<file path="src/rtl/map_collider_pkg.sv">
// Shared types and defaults for the map collider: FSM states, coordinate width
// and the stock three-platform level layout.
package map_pkg;

  typedef enum logic [1:0] {
    ST_IDLE,
    ST_SCAN,
    ST_CLAMP,
    ST_COMMIT
  } state_t;

  localparam int unsigned DEF_W        = 10;
  localparam int unsigned DEF_NUM_PLAT = 3;

  // Entry i occupies bits [i*DEF_W +: DEF_W]; entry 0 is the rightmost field.
  localparam logic [DEF_NUM_PLAT*DEF_W-1:0] DEF_PLAT_LEFT  = {10'd420, 10'd210, 10'd0};
  localparam logic [DEF_NUM_PLAT*DEF_W-1:0] DEF_PLAT_RIGHT = {10'd639, 10'd419, 10'd209};
  localparam logic [DEF_NUM_PLAT*DEF_W-1:0] DEF_PLAT_TOP   = {10'd420, 10'd360, 10'd420};

endpackage

</file>
<file path="src/rtl/map_collider_plat_clamp.sv">
// Combinational evaluation of one platform against the pre-move sprite edges:
// landing clamp, side-wall clamps and the resting-contact term.
module plat_clamp
  import map_pkg::*;
#(
  parameter int unsigned W = DEF_W
) (
  input  logic signed [W+1:0] i_l,
  input  logic signed [W+1:0] i_r,
  input  logic signed [W+1:0] i_b,
  input  logic signed [W+1:0] i_dx,
  input  logic signed [W+1:0] i_dy,
  input  logic        [W-1:0] i_left,
  input  logic        [W-1:0] i_right,
  input  logic        [W-1:0] i_top,
  output logic signed [W+1:0] o_dx,
  output logic signed [W+1:0] o_dy,
  output logic                o_hit_v,
  output logic                o_touch
);

  localparam int unsigned SW = W + 2;

  logic signed [SW-1:0] w_left;
  logic signed [SW-1:0] w_right;
  logic signed [SW-1:0] w_top;
  logic                 w_overlap;
  logic                 w_below;

  assign w_left  = $signed({2'b00, i_left});
  assign w_right = $signed({2'b00, i_right});
  assign w_top   = $signed({2'b00, i_top});

  always_comb begin
    o_dx      = i_dx;
    o_dy      = i_dy;
    o_hit_v   = 1'b0;
    w_overlap = (i_r > w_left) && (i_l < w_right);
    // Sprite bottom below the platform top: the platform acts as a wall.
    w_below   = i_b > w_top;
    if (w_overlap && !w_below && ((i_b + i_dy) > w_top)) begin
      o_dy    = w_top - i_b;
      o_hit_v = 1'b1;
    end
    if (w_below && (i_r <= w_left) && ((i_r + i_dx) > w_left)) begin
      o_dx = w_left - i_r;
    end
    if (w_below && (i_l >= w_right) && ((i_l + i_dx) < w_right)) begin
      o_dx = w_right - i_l;
    end
    o_touch = w_overlap && (i_b == w_top);
  end

endmodule

</file>
<file path="src/rtl/map_collider.sv">
// Per-frame sprite motion with gravity, clamped against a platform table
// scanned one entry per clock and against the screen edges.
module map_collider
  import map_pkg::*;
#(
  parameter int unsigned W        = DEF_W,
  parameter int unsigned NUM_PLAT = DEF_NUM_PLAT,
  parameter int unsigned SCREEN_W = 640,
  parameter int unsigned GRAVITY  = 1,
  parameter int unsigned MAX_FALL = 8
) (
  input  logic                  Clk,
  input  logic                  Reset,
  input  logic                  frame_tick,
  input  logic signed [W-1:0]   req_dX,
  input  logic signed [W-1:0]   req_dY,
  input  logic [W-1:0]          size_X,
  input  logic [W-1:0]          size_Y,
  input  logic [W-1:0]          spawn_X,
  input  logic [W-1:0]          spawn_Y,
  input  logic [NUM_PLAT*W-1:0] plat_left,
  input  logic [NUM_PLAT*W-1:0] plat_right,
  input  logic [NUM_PLAT*W-1:0] plat_top,
  output logic [W-1:0]          pos_X,
  output logic [W-1:0]          pos_Y,
  output logic                  grounded,
  output logic                  busy,
  output logic                  done,
  output logic                  overrun
);

  localparam int unsigned SW = W + 2;
  localparam int unsigned IW = (NUM_PLAT > 1) ? $clog2(NUM_PLAT) : 1;

  localparam logic signed [SW-1:0] GRAV_S = SW'(GRAVITY);
  localparam logic signed [SW-1:0] MAXF_S = SW'(MAX_FALL);
  localparam logic signed [SW-1:0] XMAX_S = SW'(SCREEN_W - 1);

  state_t               r_state;
  logic [IW-1:0]        r_idx;
  logic [W-1:0]         r_pos_x;
  logic [W-1:0]         r_pos_y;
  logic signed [SW-1:0] r_vy;
  logic signed [SW-1:0] r_vy_n;
  logic signed [SW-1:0] r_dx;
  logic signed [SW-1:0] r_dy;
  logic                 r_hit_v;
  logic                 r_touch;
  logic                 r_grounded;
  logic                 r_busy;
  logic                 r_done;
  logic                 r_overrun;

  logic signed [SW-1:0] w_l;
  logic signed [SW-1:0] w_r;
  logic signed [SW-1:0] w_b;
  logic signed [SW-1:0] w_vy_inc;
  logic signed [SW-1:0] w_vy_n;
  logic signed [SW-1:0] w_lx;
  logic signed [SW-1:0] w_rx;
  logic signed [SW-1:0] w_dx_c;
  logic signed [SW-1:0] w_dx_p;
  logic signed [SW-1:0] w_dy_p;
  logic                 w_hit_p;
  logic                 w_touch_p;
  logic                 w_gnd;
  logic [W-1:0]         w_sel_left;
  logic [W-1:0]         w_sel_right;
  logic [W-1:0]         w_sel_top;

  assign w_l = $signed({2'b00, r_pos_x}) - $signed({2'b00, size_X});
  assign w_r = $signed({2'b00, r_pos_x}) + $signed({2'b00, size_X});
  assign w_b = $signed({2'b00, r_pos_y}) + $signed({2'b00, size_Y});

  assign w_vy_inc = r_vy + GRAV_S;
  assign w_vy_n   = r_grounded ? '0 : ((w_vy_inc > MAXF_S) ? MAXF_S : w_vy_inc);

  assign w_gnd = r_hit_v | (r_touch & ~r_dy[SW-1]);

  always_comb begin
    w_sel_left  = '0;
    w_sel_right = '0;
    w_sel_top   = '0;
    for (int unsigned i = 0; i < NUM_PLAT; i++) begin
      if (r_idx == IW'(i)) begin
        w_sel_left  = plat_left[i*W +: W];
        w_sel_right = plat_right[i*W +: W];
        w_sel_top   = plat_top[i*W +: W];
      end
    end
  end

  // Left edge is clamped first; the right-edge test then sees the adjusted dX.
  always_comb begin
    w_dx_c = r_dx;
    w_lx   = w_l + r_dx;
    if (w_lx[SW-1]) begin
      w_dx_c = -w_l;
    end
    w_rx = w_r + w_dx_c;
    if (w_rx > XMAX_S) begin
      w_dx_c = XMAX_S - w_r;
    end
  end

  plat_clamp #(
    .W(W)
  ) u_plat_clamp (
    .i_l    (w_l),
    .i_r    (w_r),
    .i_b    (w_b),
    .i_dx   (r_dx),
    .i_dy   (r_dy),
    .i_left (w_sel_left),
    .i_right(w_sel_right),
    .i_top  (w_sel_top),
    .o_dx   (w_dx_p),
    .o_dy   (w_dy_p),
    .o_hit_v(w_hit_p),
    .o_touch(w_touch_p)
  );

  always_ff @(posedge Clk) begin
    if (Reset) begin
      r_state    <= ST_IDLE;
      r_idx      <= '0;
      r_pos_x    <= spawn_X;
      r_pos_y    <= spawn_Y;
      r_vy       <= '0;
      r_vy_n     <= '0;
      r_dx       <= '0;
      r_dy       <= '0;
      r_hit_v    <= 1'b0;
      r_touch    <= 1'b0;
      r_grounded <= 1'b0;
      r_busy     <= 1'b0;
      r_done     <= 1'b0;
      r_overrun  <= 1'b0;
    end else begin
      r_done <= 1'b0;
      if (frame_tick && (r_state != ST_IDLE)) begin
        r_overrun <= 1'b1;
      end
      case (r_state)
        ST_IDLE: begin
          if (frame_tick) begin
            r_dx    <= SW'(req_dX);
            r_dy    <= SW'(req_dY) + w_vy_n;
            r_vy_n  <= w_vy_n;
            r_idx   <= '0;
            r_hit_v <= 1'b0;
            r_touch <= 1'b0;
            r_busy  <= 1'b1;
            r_state <= ST_SCAN;
          end
        end
        ST_SCAN: begin
          r_dx    <= w_dx_p;
          r_dy    <= w_dy_p;
          r_hit_v <= r_hit_v | w_hit_p;
          r_touch <= r_touch | w_touch_p;
          if (r_idx == IW'(NUM_PLAT - 1)) begin
            r_idx   <= '0;
            r_state <= ST_CLAMP;
          end else begin
            r_idx <= r_idx + 1'b1;
          end
        end
        ST_CLAMP: begin
          r_dx    <= w_dx_c;
          r_state <= ST_COMMIT;
        end
        ST_COMMIT: begin
          r_pos_x    <= r_pos_x + r_dx[W-1:0];
          r_pos_y    <= r_pos_y + r_dy[W-1:0];
          r_grounded <= w_gnd;
          r_vy       <= w_gnd ? '0 : r_vy_n;
          r_done     <= 1'b1;
          r_busy     <= 1'b0;
          r_state    <= ST_IDLE;
        end
        default: r_state <= ST_IDLE;
      endcase
    end
  end

  assign pos_X    = r_pos_x;
  assign pos_Y    = r_pos_y;
  assign grounded = r_grounded;
  assign busy     = r_busy;
  assign done     = r_done;
  assign overrun  = r_overrun;

endmodule
</file>
<file path="config.mk">
export PLATFORM = sky130hd
export DESIGN_NAME = map_collider
export DESIGN_NICKNAME = d
export VERILOG_FILES = /design/src/rtl/map_collider_pkg.sv /design/src/rtl/map_collider_plat_clamp.sv /design/src/rtl/map_collider.sv
export SDC_FILE = /design/constraint.sdc
export NUM_CORES = 1
export LEC_CHECK = 0
export BUFFER_PORTS_ARGS = -buffer_cell sky130_fd_sc_hd__buf_2
export CAP_MARGIN = 40
export CORE_MARGIN = 1
export CORE_UTILIZATION = 30
export CTS_BUF_LIST = sky130_fd_sc_hd__clkbuf_8 sky130_fd_sc_hd__clkbuf_16
export CTS_CLUSTER_DIAMETER = 60
export CTS_CLUSTER_SIZE = 8
export DETAILED_ROUTE_END_ITERATION = 6
export PLACE_DENSITY = 0.47
export SYNTH_ARGS = -nofsm -noshare
export SYNTH_HDL_FRONTEND = slang
export SYNTH_SLANG_ARGS = --single-unit
</file>
<file path="constraint.sdc">
create_clock -name Clk -period 9.89 [get_ports Clk]
set_clock_uncertainty 0.05 [all_clocks]
set_input_delay 1.978 -clock Clk [delete_from_list [all_inputs] [get_ports Clk]]
set_output_delay 1.978 -clock Clk [all_outputs]
set_load 0.005 [all_outputs]
</file>
Yosys cells after proc, flatten, opt, wreduce, memory -nomap -nowiden
Cells that the tools add are included.
{"block": "word_totals", "register_bits": 78, "input_bits": 153}
{"block": "op_classes", "addsub": 17, "n_lt_le_gt_ge": 10, "eq_ne": 10, "n_mux": 38, "bitwise": 5, "reduce_logical": 23}
{"op": "$mux 10", "n": 13}
{"op": "$mux 12", "n": 10}
{"op": "$add 12x12->12", "n": 3}
{"op": "$pmux 12 s3", "n": 1}
{"op": "$gt 12x11->1", "n": 2}
{"op": "$pmux 12 s2", "n": 1}
{"op": "$sub 10x11->12", "n": 2}
{"op": "$add 10x10->11", "n": 2}
{"op": "$gt 11x10->1", "n": 2}
{"op": "$add 10x10->10", "n": 2}
{"op": "$add 10x12->12", "n": 1}
{"op": "$add 11x12->12", "n": 1}
{"op": "$add 12x2->12 const B", "n": 1}
{"op": "$gt 12x11->1 const B", "n": 1}
{"op": "$gt 12x5->1 const B", "n": 1}
{"op": "$lt 12x11->1", "n": 1}
{"op": "$neg 11->12", "n": 1}
{"op": "$sub 10x11->12 const A", "n": 1}
{"op": "$sub 11x11->12", "n": 1}
{"op": "$eq 11x10->1", "n": 1}
{"op": "$ge 11x11->1", "n": 1}
{"op": "$le 11x10->1", "n": 1}
{"op": "$lt 11x11->1", "n": 1}
{"op": "$sub 10x10->11", "n": 1}
{"op": "other kinds (21)", "n": 51}

Logic depth before layout (Yosys ltp)
Gate-level depths: netlist of run 1.
{"block": "depth", "word_depth": 11, "mapped_depth": 31}

Hierarchy
From an unflattened synthesis of run 1, not the netlist that was laid out.
{"block": "unflattened", "cells_unflattened": 1569, "hier_area_um2": 12017.8}
{"module": "map_collider", "n_inst": 1, "cells_per_inst": 1002, "area_per_inst_um2": 7828.8, "seq_area_each_um2": 1761.7}
{"module": "plat_clamp", "n_inst": 1, "cells_per_inst": 567, "area_per_inst_um2": 4189.0, "seq_area_each_um2": 0.0}

Worst setup path after synthesis of run 1
Ideal clock, no wire load.
{"block": "synth_timing", "kind": "input to register", "startpoint": "input port size_X[0]", "endpoint": "register r_dx[2]", "setup_ns": 0.118, "arrival_time_ns": 7.988, "required_time_ns": 9.722, "slack_ns": 1.735, "stages": 24, "path_cell_list": "ha_1 fa_1 nand2b_2 nand2b_2 a221o_1 xnor2_4 ha_1 a21o_1 o311a_1 or2_4 xnor3_1 buf_2 a21oi_1 ha_1 a2111oi_0 o21ai_0 a31oi_1 xor2_1 o211ai_4 or4bb_4 and2_4 buf_6 a221o_1 o2111a_1"}
{"block": "synth_via", "elab_chain_cells": 7, "word_cells_on_any_way": 25, "classes_between": "9 x add/sub; 5 x order compare; 1 x eq/ne; 5 x mux; 5 x reduce/logical"}
{"element": "start, declared", "line": "map_collider.sv:17", "rtl": "input logic [W-1:0] size_X,"}
{"element": "$sub 10x10->11", "line": "map_collider.sv:71", "rtl": "assign w_l = $signed({2'b00, r_pos_x}) - $signed({2'b00, size_X});"}
{"element": "$add 11x12->12 / $neg 11->12 (equally long branches)", "line": "map_collider_plat_clamp.sv:48, map_collider.sv:96, map_collider.sv:98"}
{"element": "$mux 12", "line": "map_collider.sv:97", "rtl": "if (w_lx[SW-1]) begin"}
{"element": "$add 12x12->12", "line": "map_collider.sv:100", "rtl": "w_rx = w_r + w_dx_c;"}
{"element": "$gt 12x11->1", "line": "map_collider.sv:101", "rtl": "if (w_rx > XMAX_S) begin"}
{"element": "$mux 12", "line": "map_collider.sv:101"}
{"element": "$pmux 12 s3", "line": "map_collider.sv:144", "rtl": "case (r_state)"}
{"element": "end signal, assigned", "line": "map_collider.sv:147", "rtl": "r_dx <= SW'(req_dX);"}
{"element": "end signal, assigned", "line": "map_collider.sv:158", "rtl": "r_dx <= w_dx_p;"}
{"element": "end signal, assigned", "line": "map_collider.sv:170", "rtl": "r_dx <= w_dx_c;"}
{"element": "end, declared", "line": "map_collider.sv:45", "rtl": "logic signed [SW-1:0] r_dx;"}
Several ways; a longest one is shown, not always the timed one. The select of a mux whose other input is x is not followed.
A chain may end at the register's enable or synchronous reset.

Worst setup path in the final report of run 1
{"block": "layout_timing", "startpoint": "input port size_X[0]", "endpoint": "register r_dx[5]"}
The elaborated chain is that of the path after synthesis.

==> out/results.tsv, run 1 <==
stage	metric	value	unit
finish	final_cells	2165	
floorplanning	io_pins	177	
placement	place_hpwl	32500	um
clock_tree	post_cts_buffers	0	
timing	setup_ws	1.21	ns
grt	grt_pass1_vias	10700	
synthesis	post_synth_xor_area_fraction	8.32	%
finish	syn_to_final_growth	14.5	%
power	leakagePower	6.12	nW
clock_tree	cts.sinks	78	
finish	post-route-util	35.1	%
timing	maxSlewViolCount	0	
timing	min_period	8.68	ns
grt	grt-ovfl-total	0	
route	drc_errors	0	
synthesis	synth-edff-count	20	
timing	rsz0062_at_grt	no	
setup_path	path_class	in2reg	
finish	layout.area.seq	1760	sq um
setup_path	path_buf_inv	3	
finish	num-fill-cells	4130	
timing	whs	0.406	ns
synthesis	synth_fp_nets	1836	
timing	setup_viol	0	
clock_tree	clkSlewWorstSetupHoldPaths	0.08	ns
clock_tree	clock_latency	0.37	ns
finish	nNetsFinal	1985	
floorplanning	die_w	199	um
synthesis	muxShareOfSynthArea	4.30	%
setup_path	path_common_cell	ha_1	
placement	port_buffers	176	
route	first_pass_iters	5	
synthesis	synth_ff_type	dfxtp_1	
status	status	completed	
placement	dp.cells	2148	
power	peakVddDrop	0.229	mV
floorplanning	core_area	37900	sq um
finish	drive_gt1_share	16.1	%
synthesis	synth-seq-cells	78	
synthesis	synth.distinct_cells	101	
flow_run	drv_cap	0	
grt	grt_pass1_wl	59800	um
route	routed_via_density	5.16	
grt	grt.total_usage	19.9	%
finish	final_area	13300	sq um
floorplanning	dieArea	39600	sq um
grt	grt_max_degree	62	
placement	dpl_cell_area	13000	sq um
synthesis	synth_top_family_by_area	compound AO/OA/AOI/OAI gates	
floorplanning	die_h	199	um
placement	place.gp.congestion	0.902	
clock_tree	cts.repair.resized	0	
power	cellPowerDensity	402	nW/um^2
route	route.detailed.wl_per_inst	18.1	um
clock_tree	cts_made_buffers	9	
synthesis	synth_fa_ha_area_share	20.7	%
route	num_vias	11200	
route	antenna_left	0	
finish	n_antenna_cell	0	
setup_path	cp-start-kind	primary input	
synthesis	async_flop_share	0	%
timing	slew_headroom	40.5	%
timing	max_freq	115	MHz
clock_tree	h-tree-depth	3	
synthesis	synth_area	11600	sq um
grt	antenna_found_initial	1	
floorplanning	initial_core_util	30.7	%
synthesis	yosys.area_share.simple	18.2	%
setup_path	arrival	8.91	ns
clock_tree	cts-root-buf	clkbuf_16	
setup_path	max_stage_delay	0.67	ns
placement	place_ws	0.789	ns
clock_tree	cts_tree	done	
hold_path	hp-class	reg2reg	
timing	post-route-period-util	87.8	%
synthesis	synth_compound_area_share	26.7	%
synthesis	synth_seq_area_share	15.1	%
setup_path	critPathCaptureType	register	
floorplanning	rows	71	
synthesis	synth_area_per_cell	7.76	sq um
setup_path	worst_path_max_delay_cell	xnor3_1	
power	p_total	5.37	mW
setup_path	critPathMaxFanout	18	
route	drt-total-wl	39100	um
timing	tightestPinTransition	0.881	ns
clock_tree	hold_buffers	0	
route	drtIter0Drc	535	
synthesis	synthCells	1500	
finish	multi_input_area	9120	sq um
synthesis	ys_warn_count	0	
clock_tree	cts_buffer_depth	2	
setup_path	cp.required	10.12	ns
timing	setup-tns-final	0	ns
setup_path	crit_family	compound AO/OA/AOI/OAI gates	
timing	hold_violations	0	
flip-flops by register name (all words and copies together) (netlist names):
| register | cells |
|---|---|
| r_vy_n | 12 |
| pos_Y | 10 |
| r_dy | 12 |
| overrun | 1 |
| busy | 1 |
| r_dx | 12 |
| grounded | 1 |
| r_state | 2 |
| r_vy | 12 |
| r_hit_v | 1 |
| r_touch | 1 |
| done | 1 |
| r_idx | 2 |
| pos_X | 10 |
logic make-up (layout without fill, tap and decap cells):
group / count (synthesis) / after routing
AO/OA/AOI/OAI: 453 / 453
multiplexers: 49 / 49
buffers and inverters: 192 / 346
XOR/XNOR: 106 / 106
AND/OR/NAND/NOR: 437 / 437
flip-flops: 78 / 78
adder cells (fa/ha/maj): 185 / 185
power by group:
group	internal, mW	leakage [nW]	total (mW)	switching [mW]
logic	1.84	5.31	4.50	2.66
clock network	0.178	0.139	0.332	0.154
registers	0.419	0.672	0.534	0.116
total	2.44	6.12	5.37	2.93
synth_stat cells, types with 11 or more instances:
| master | count | area [sq um] |
|---|---|---|
| and2_1 | 17 | 106 |
| nor4_1 | 11 | 68.8 |
| xor2_1 | 27 | 236 |
| nand4_1 | 11 | 68.8 |
| nor2_1 | 157 | 589 |
| edfxtp_1 | 20 | 601 |
| a21oi_1 | 141 | 706 |
| mux2i_1 | 41 | 410 |
| a22o_1 | 11 | 96.3 |
| inv_1 | 142 | 533 |
| dfxtp_1 | 58 | 1160 |
| nand2_1 | 83 | 312 |
| xnor2_1 | 76 | 666 |
| nand3_1 | 31 | 155 |
| o21ai_0 | 88 | 440 |
| nor3_1 | 34 | 170 |
| o21bai_1 | 12 | 90.1 |
| a211oi_1 | 22 | 165 |
| a21o_1 | 34 | 255 |
| nor2b_1 | 25 | 156 |
| clkbuf_1 | 32 | 120 |
| a31oi_1 | 13 | 81.3 |
| ha_1 | 170 | 2130 |
| nand2b_1 | 14 | 87.6 |
| fa_1 | 13 | 260 |
| or3_1 | 14 | 87.6 |
| o21a_1 | 25 | 188 |
final cells by class:
type	instances	share of cell area, %
Multi-Input combinational cell	1230	68.4
Tap cell	511	4.80
Timing Repair Buffer	187	7.41
Sequential cell	78	13.2
Clock inverter	6	0.328
Inverter	143	4.03
Clock buffer	10	1.79
worst register-to-register path: stages (launching register included):
cell	delay (ns)
edfxtp_1	0.51
inv_1	0.15
fa_1	0.47
nand2b_2	0.26
a21oi_1	0.27
a221oi_1	0.14
o21bai_2	0.29
inv_1	0.17
ha_1	0.32
inv_1	0.13
nor3_1	0.08
o311a_1	0.14
or2_4	0.29
xnor3_1	0.67
a21oi_1	0.18
ha_1	0.34
a2111oi_0	0.48
o21ai_0	0.27
a31oi_1	0.35
xor2_1	0.16
o211ai_4	0.24
or4bb_4	0.62
a21oi_4	0.36
a221oi_2	0.13
o41ai_2	0.29
path summary, 6_finish.rpt:
| kind | from | to | slack, ns | cells after the start |
|---|---|---|---|---|
| hold reg to reg | r_vy_n[9] | r_vy_n[9] | 0.41 | 2 |
| setup reg to reg | pos_X[1] | r_dx[5] | 2.46 | 24 |
| setup / recovery | size_X[0] | r_dx[5] | 1.21 | 25 |
| hold / removal | r_vy_n[9] | r_vy_n[9] | 0.41 | 2 |
layout by cell type (no fill, tap or decap), drive strengths merged, types with 18 or more instances in the layout:
cell type	count
xnor2	77
nor3	34
and2	18
nor2b	25
a21o	36
ha	170
o21a	25
a21oi	144
buf	186
dfxtp	58
inv	145
mux2i	41
o21ai	91
nor2	159
edfxtp	20
nand2	83
nand3	31
a211oi	22
xor2	28
metal layers:
layer / vias up / global-route usage, % / wire length (um)
li1: 5694 / - / -
met1: 5202 / 25.1 / 17800
met2: 220 / 34.9 / 18900
met3: 46 / 1.93 / 1290
met4: 2 / 6.98 / 1090
met5: - / 0 / 16
No activity file was read; power rests on OpenSTA's default activity.
==> run 2, diff against run 1 <==
Settings changed: CORE_ASPECT_RATIO from default to 0.6.
==> out/results.tsv, run 2 (synthesis results as in run 1) <==
stage	metric	value	unit	change
status	status	completed		
setup_path	cp-start-kind	primary input		
setup_path	crit_family	compound AO/OA/AOI/OAI gates		
timing	maxSlewViolCount	0		unchanged
timing	setup-tns-final	0	ns	unchanged
finish	drive_gt1_share	16.8	%	+0.61 points
route	num_vias	11500		+2.8%
grt	grt.total_usage	22.5	%	+2.6 points
hold_path	min_to	r_vy_n[0]		
floorplanning	dieArea	39600	sq um	about the same
placement	place.gp.congestion	0.956		+6.0%
grt	grt_pass1_vias	10700		+0.46%
setup_path	path_depth	26		+4.0%
route	drc_errors	0		unchanged
timing	post-route-period-util	88.8	%	+1.0 points
finish	syn_to_final_growth	15.4	%	
clock_tree	cts_made_buffers	9		unchanged
power	swShare	56.7	%	+2.2 points
finish	final_cells	2178		+0.60%
setup_path	crit_path_start	size_X[0]		
hold_path	whs_path_depth	2		unchanged
clock_tree	clock_latency	0.36	ns	about the same
placement	dpl_cell_area	13100	sq um	+0.80%
floorplanning	rows	55		-23%
power	leakagePower	6.16	nW	+0.63%
finish	final_area	13400	sq um	+0.80%
finish	num-fill-cells	4087		-1.0%
finish	layout.area.seq	1760	sq um	unchanged
grt	antenna_found_initial	0		-1
route	antenna_left	0		unchanged
setup_path	path_common_cell	ha_1		
setup_path	r2r_cells	25		+4.2%
power	peakVddDrop	0.176	mV	-23%
setup_path	max_stage_delay	0.62	ns	-0.05 ns
clock_tree	cts_buffer_depth	2		unchanged
timing	setup_viol	0		unchanged
setup_path	critPathMaxFanout	18		unchanged
timing	min_period	8.78	ns	+0.100 ns
setup_path	path_class	in2reg		
clock_tree	cts.sinks	78		unchanged
timing	max_freq	114	MHz	-1.1%
clock_tree	hold_buffers	0		unchanged
setup_path	path_buf_inv	3		unchanged
floorplanning	io_pins	177		unchanged
finish	post-route-util	35.4	%	+0.23 points
power	switchingPower	3.23	mW	+11%
grt	grt_max_degree	50		-19%
power	power_frac_comb	84.5	%	+0.6 points
setup_path	reg2reg_to	r_dx[1]		
finish	layout_common_cells	176 x buf_2, 170 x ha_1, 157 x nor2_1		
placement	place_hpwl	38000	um	+17%
clock_tree	cts_tree	done		
setup_path	rrSetupSlack	2.27	ns	-0.19 ns
hold_path	hp-class	reg2reg		
power	p_total	5.70	mW	+6.2%
flow_run	drv_cap	0		unchanged
grt	grt-ovfl-total	0		unchanged
clock_tree	clkSlewWorstSetupHoldPaths	0.08	ns	about the same
finish	n_antenna_cell	0		unchanged
setup_path	arrival	9.00	ns	+0.09 ns
power	cellPowerDensity	424	nW/um^2	+5.4%
floorplanning	die_w	256	um	+29%
finish	multi_input_area	9120	sq um	unchanged
clock_tree	h-tree-depth	3		unchanged
route	drt-total-wl	44800	um	+15%
setup_path	cp.required	10.11	ns	about the same
placement	place_ws	0.868	ns	+0.0788 ns
route	drtIter0Drc	1088		+100%
grt	grt_pass1_wl	67200	um	+12%
hold_path	worstHoldStart	r_vy_n[0]		
power	power.share.clock	5.9	%	-0.3 points
placement	port_buffers	176		unchanged
power	internal_power	2.47	mW	+1.1%
clock_tree	cts.repair.resized	0		unchanged
timing	hold_violations	0		unchanged
setup_path	timing.rr.start	pos_X[1]		
setup_path	critPathCaptureType	register		
route	first_pass_iters	6		+1
clock_tree	post_cts_buffers	0		unchanged
finish	nNetsFinal	1996		+0.55%
setup_path	worst_path_max_delay_cell	or4bb_4		
placement	dp.cells	2160		+0.56%
timing	slew_headroom	42.2	%	+1.7 points
floorplanning	core_area	38000	sq um	+0.14%
timing	tightestPinTransition	0.861	ns	-0.0202 ns
timing	whs	0.403	ns	-0.00285 ns
route	route.detailed.wl_per_inst	20.6	um	+14%
clock_tree	cts-root-buf	clkbuf_16		
route	routed_via_density	5.27		+2.2%
finish	final_common_cell	buf_2		
power	power_frac_seq	9.7	%	-0.3 points
timing	setup_ws	1.11	ns	-0.100 ns
floorplanning	die_h	155	um	-22%
timing	rsz0062_at_grt	no		
floorplanning	initial_core_util	30.6	%	-0.043 points
==> run 2: changes by cell type in the layout (fill, tap and decap cells not counted) <==
| cell | before | now |
|---|---|---|
| buf_12 | 0 | 1 |
| clkinvlp_4 | 1 | 2 |
| clkbuf_4 | 0 | 1 |
| clkbuf_2 | 0 | 1 |
| clkinv_2 | 2 | 1 |
| inv_6 | 2 | 1 |
| buf_8 | 0 | 1 |
| clkinv_4 | 1 | 2 |
| dlymetal6s2s_1 | 1 | 0 |
| clkdlybuf4s18_2 | 0 | 1 |
| clkdlybuf4s15_2 | 0 | 1 |
| buf_4 | 9 | 15 |
==> run 2: cell type report <==
type	count	area share [%]
clock buffers	10	1.78
well taps	513	4.78
multi-input cells	1230	67.9
repair buffers	198	8.11
clock inverters	6	0.345
inverters	143	3.99
flip-flops and latches	78	13.1
==> run 2: worst max-delay path by stage <==
stage,to,slack [ns]
5_1_grt,r_dx[1],0.78
4_1_cts,r_dx[3],1.25
6_report,r_dx[1],1.11
3_5_place_dp,r_dx[5],0.87
3_3_place_gp,r_dx[5],0.99
2_1_floorplan,r_dx[2],1.73
==> run 2: power groups by stage <==
stage | Sequential (mW) | Clock (mW) | Combinational (mW)
finish | 0.551 | 0.336 | 4.81
global route | 0.558 | 0.355 | 5.28
detailed placement | 0.553 | 0 | 4.66
CTS | 0.547 | 0.344 | 4.69
floorplan | 0.487 | 0 | 3.44
global placement | 0.558 | 0 | 4.60
==> run 2: tightest hold or removal path: stages, from the launching register on <==
cell and delay (ns):
dfxtp_1 0.31, nand2_1 0.05, a21oi_1 0.05
==> run 2: per-layer routing <==
layer / vias up / global-route usage [%] / routed length [um] / share of wire [%]
met2: 461 / 27.1 / 14900 / 33
li1: 5712 / - / - / -
met4: 0 / 2.51 / 297 / 0.66
met1: 5290 / 37.8 / 25500 / 57
met3: 15 / 5.90 / 4130 / 9.2
met5: - / 0 / 0 / 0
